### src/rtl/rs_flop_bank.sv
// Bank of WIDTH clocked set/reset flags with MODE-selected S=R=1 policy, change pulses and a conflict counter.
// Define RS_FLOP_BANK_SYNC_EN to pass S/R/E through 2-flop synchronisers (CLR stays direct).
module rs_flop_bank #(
    parameter int              WIDTH = 8,
    parameter int              MODE  = 0,
    parameter logic [WIDTH-1:0] INIT = '0,
    parameter int              CNT_W = 4
) (
    input  logic             CLK,
    input  logic             RST_L,
    input  logic [WIDTH-1:0] S,
    input  logic [WIDTH-1:0] R,
    input  logic             E,
    input  logic             CLR,
    output logic [WIDTH-1:0] Q,
    output logic [WIDTH-1:0] Q_L,
    output logic [WIDTH-1:0] CHG,
    output logic             CONFLICT,
    output logic [CNT_W-1:0] CONF_CNT
);

    generate
        if (MODE < 0 || MODE > 3 || WIDTH < 1 || WIDTH > 32 || CNT_W < 1 || CNT_W > 16) begin : g_bad_param
            $error("rs_flop_bank: illegal parameter value");
        end
    endgenerate

    function automatic logic [CNT_W-1:0] sat_inc(input logic [CNT_W-1:0] v);
        return (&v) ? v : v + CNT_W'(1);
    endfunction

    logic [WIDTH-1:0] s_i;
    logic [WIDTH-1:0] r_i;
    logic             e_i;

`ifdef RS_FLOP_BANK_SYNC_EN
    logic [WIDTH-1:0] s_meta_q, s_sync_q;
    logic [WIDTH-1:0] r_meta_q, r_sync_q;
    logic             e_meta_q, e_sync_q;

    always_ff @(posedge CLK or negedge RST_L) begin
        if (!RST_L) begin
            s_meta_q <= '0;
            s_sync_q <= '0;
            r_meta_q <= '0;
            r_sync_q <= '0;
            e_meta_q <= 1'b0;
            e_sync_q <= 1'b0;
        end else begin
            s_meta_q <= S;
            s_sync_q <= s_meta_q;
            r_meta_q <= R;
            r_sync_q <= r_meta_q;
            e_meta_q <= E;
            e_sync_q <= e_meta_q;
        end
    end

    assign s_i = s_sync_q;
    assign r_i = r_sync_q;
    assign e_i = e_sync_q;
`else
    assign s_i = S;
    assign r_i = R;
    assign e_i = E;
`endif

    logic [WIDTH-1:0] q_q, q_d;
    logic [WIDTH-1:0] chg_q, chg_d;
    logic             conflict_q, conflict_d;
    logic [CNT_W-1:0] cnt_q, cnt_d;
    logic             conf_cyc;

    // Next-state decode: CLR beats the gate, the gate beats S/R.
    always_comb begin
        q_d        = q_q;
        conflict_d = conflict_q;
        cnt_d      = cnt_q;
        conf_cyc   = !CLR && e_i && (|(s_i & r_i));
        if (CLR) begin
            q_d        = INIT;
            conflict_d = 1'b0;
            cnt_d      = '0;
        end else if (e_i) begin
            for (int i = 0; i < WIDTH; i++) begin
                case ({s_i[i], r_i[i]})
                    2'b10: q_d[i] = 1'b1;
                    2'b01: q_d[i] = 1'b0;
                    2'b11: begin
                        case (MODE)
                            0:       q_d[i] = 1'b0;
                            1:       q_d[i] = 1'b1;
                            2:       q_d[i] = q_q[i];
                            default: q_d[i] = ~q_q[i];
                        endcase
                    end
                    default: q_d[i] = q_q[i];
                endcase
            end
            if (conf_cyc) begin
                conflict_d = 1'b1;
                cnt_d      = sat_inc(cnt_q);
            end
        end
        chg_d = q_d ^ q_q;
    end

    // State registers; reset returns the bank to INIT with no pending pulses.
    always_ff @(posedge CLK or negedge RST_L) begin
        if (!RST_L) begin
            q_q        <= INIT;
            chg_q      <= '0;
            conflict_q <= 1'b0;
            cnt_q      <= '0;
        end else begin
            q_q        <= q_d;
            chg_q      <= chg_d;
            conflict_q <= conflict_d;
            cnt_q      <= cnt_d;
        end
    end

    assign Q        = q_q;
    assign Q_L      = ~q_q;
    assign CHG      = chg_q;
    assign CONFLICT = conflict_q;
    assign CONF_CNT = cnt_q;

endmodule
### config.mk
export PLATFORM = sky130hd
export DESIGN_NAME = rs_flop_bank
export DESIGN_NICKNAME = d
export VERILOG_FILES = /design/src/rtl/rs_flop_bank.sv
export SDC_FILE = /design/constraint.sdc
export NUM_CORES = 1
export LEC_CHECK = 0
export ABC_AREA = 0
export CORE_MARGIN = 8
export CORE_UTILIZATION = 35
export DETAILED_ROUTE_END_ITERATION = 10
export GPL_TIMING_DRIVEN = 1
export PLACE_DENSITY = 0.82
export SYNTH_ARGS = -nofsm -noshare
export SYNTH_HDL_FRONTEND = slang
export SYNTH_SLANG_ARGS = --single-unit
### constraint.sdc
create_clock -name CLK -period 1.35 [get_ports CLK]
set_input_delay 0.135 -clock CLK [delete_from_list [all_inputs] [get_ports CLK]]
set_output_delay 0.135 -clock CLK [all_outputs]
set_load 0.05 [all_outputs]
==> impl_metrics.csv <==
group,metric,value,unit
logic_synthesis,ys_seq_area_frac,0.5570,
logic_synthesis,synth_xor_area_frac,0.07427,
grt,grt_pass1_wl,4595,µm
worst_setup_path,worstSetupPathType,"flop to flop",
logic_synthesis,synthFlopType,"dfrtp_1",
logic_synthesis,yosysUniqueCellTypes,21,
run_status,status,"completed",
final_layout,fin_area,1878,µm²
logic_synthesis,synth_area,943.4,µm²
timing,worstMarginPinSlew,0.3605,ns
drt,vias,845,
power,power_density,926.9,nW/µm²
worst_hold_path,min_from,"R[6]",
power,p_total,1.741,mW
logic_synthesis,synth_edf_count,0,
drt,drt_iter0_markers,25,
clocking,clock_path_buffers,2,
final_layout,area_growth,99.07,%
worst_setup_path,worstPathMaxFanout,2,
clocking,cts_num_sinks,21,
timing,skew,0.01151,ns
timing,fin_tns_setup,0,ns
logic_synthesis,synthAdderAreaFrac,0.01326,
drt,wl_per_cell,17.08,µm
grt,overflow,0,
timing,relSlewSlack,0.7582,
floorplanning,ios,49,
worst_setup_path,arrival,1.53,ns
floorplanning,die_area,4612,µm²
timing,hold_viol,0,
place,place_hpwl,2271,µm
floorplanning,start_util,0.3543,
worst_setup_path,critPathBufInv,0,
timing,rsz0062_at_grt,"yes",
worst_hold_path,hp-class,"input port to flop",
drt,drc,0,
worst_setup_path,critPathSlowestCell,"dfrtp_2",
drt,drtAntennaViolNets,0,
clocking,cts-buffers-inserted,3,
timing,drv_slew,0,
logic_synthesis,avgSynthCellArea,11.65,µm²
worst_setup_path,max_stage_delay,0.46,ns
final_layout,fin_nets,160,
floorplanning,rows,19,
logic_synthesis,synth.net_count,102,
final_layout,drive_gt1_frac,0.3768,
drt,drtPass1Iterations,4,
logic_synthesis,async_flop_share,1.000,
power,p_leak,0.8594,nW
final_layout,layout.cells.non_filler,169,
logic_synthesis,synth-warning-count,0,
job,max_cap_viol_count,0,
clocking,clk_pin_slew,0.13,ns
worst_hold_path,min_path_cells,2,
clocking,h-tree-depth,1,
drt,routed_wirelength,2887,µm
floorplanning,dieHeight,67.92,µm
logic_synthesis,synth-simple-area-share,0.05836,
worst_setup_path,r2r_setup_slack,0.03,ns
timing,period_minus_slack,1.321,ns
logic_synthesis,muxShareOfSynthArea,0.04244,
timing,fin_crit_sh,0.9788,
grt,grt_max_degree,22,
worst_setup_path,crit_family,"flip-flops",
floorplanning,die_x,67.92,µm
floorplanning,design.core.area,2663,µm²
worst_setup_path,worstPathRequired,1.56,ns
timing,finalSetupViolCount,0,
worst_setup_path,start_kind,"flop",
grt,grt_pass1_vias,925,
place,io_buffers,48,
final_layout,layout_common_cells,"buf_12 (30), dfrtp_1 (19), dlygate4sd2_1 (12)",
worst_setup_path,path_depth,4,
worst_hold_path,min_to,"Q[6]",
logic_synthesis,syn_inst,81,
timing,fmax,756.8,MHz
place,globalplace.congestion,0.7358,
logic_synthesis,ys_ff_latch,21,
grt,antenna_found_initial,0,
place,dp.cells,164,
power,peakVddDrop,0.0007088,V
worst_setup_path,r2r_end,"CONF_CNT[3]",
final_layout,final_common_cell,"buf_12",
clocking,cts_tree,"yes",
worst_setup_path,end_kind,"flop",
final_layout,num_antenna_cells,0,
worst_setup_path,cp_cell_sequence,"ha_4, and3_4, nor3_4, mux2_4",
clocking,insertion_delay,0.31,ns
clocking,cts_root_buf,"clkbuf_4",
logic_synthesis,synth_top_family_by_area,"compound AO/OA/AOI/OAI gates",
worst_setup_path,r2r_start,"CONF_CNT[1]",
drt,viasPerCell,5.000,
worst_setup_path,ff2ff_path_depth,4,
place,post_dp_cell_area,1819,µm²
logic_synthesis,synth_compound_area_frac,0.1963,
grt,track_usage,0.1278,
layer usage:
metal | vias up | GRT usage | routed length, µm
li1 | 396 | - | -
met1 | 401 | 0.1566 | 1175
met2 | 46 | 0.2308 | 1434
met3 | 2 | 0.02291 | 270
met4 | 0 | 0.02302 | 7
met5 | - | 0 | 0
cells by family (layout without fill, tap and decap cells):
group,Yosys count,count (layout)
multiplexers,3,3
flip-flops,21,21
AND/OR/NAND/NOR,10,10
AO/OA/AOI/OAI,24,24
adder cells (fa/ha/maj),1,1
buffers and inverters,14,71
XOR/XNOR,8,8
worst max path at each step:
stage	startpoint	to
2_1_floorplan	CONF_CNT[0]	CONF_CNT[3]
3_3_place_gp	S[6]	CONF_CNT[3]
3_5_place_dp	S[6]	CONF_CNT[3]
4_1_cts	CONF_CNT[1]	CONF_CNT[3]
5_1_grt	E	CHG[5]
6_report	CONF_CNT[1]	CONF_CNT[3]
registers in the layout, indices dropped and copies added, names as in the netlist:
| register | flops |
|---|---|
| CHG | 8 |
| CONFLICT | 1 |
| CONF_CNT | 4 |
| Q | 8 |
report_power, final:
part | internal [mW] | switching, mW
registers | 0.677 | 0.0497
logic | 0.341 | 0.364
clock network | 0.110 | 0.199
synthesized netlist by cell type (all sizes together) (2+ instances only):
cell    instances  area (µm²)
dfrtp          21       525.5
inv            11       41.29
a21oi           9       45.04
a211oi          8       60.06
xnor2           8       70.07
a22o            4       35.03
nor2            3       13.77
buf             2       10.01
mux2            2       30.03
nand2           2       7.510
nor2b           2       12.51
o41ai           2       36.29
per-stage QoR:
step             util  hold slack [ns]  worst slack (ns)
2_1_floorplan       -          -0.1606          -0.09384
6_report       0.7054          0.08150           0.02868
5_1_grt        0.7054          0.06180         -0.009706
4_1_cts        0.6969           0.1632          -0.02844
3_5_place_dp   0.6833           0.5027           -0.5171
3_3_place_gp   0.6833           0.4983           -0.4582
timing repair:
action	4_1_cts	5_1_grt
gates resized for setup	15	6
pin swaps	6	3
setup endpoints to repair	5	7
buffers inserted	1	0
hold buffers	0	0
endpoints found under the hold margin	0	0
area by class of cell:
cell class | instances | area [µm²]
clock buffers | 3 | 22.52
clock inverters | 1 | 5.005
fillers | 199 | 784.5
inverters | 11 | 41.29
multi-input cells | 46 | 404.1
flip-flops and latches | 21 | 528.0
well taps | 31 | 38.79
repair buffers | 56 | 838.3
Power figures use the tool's default switching activity.
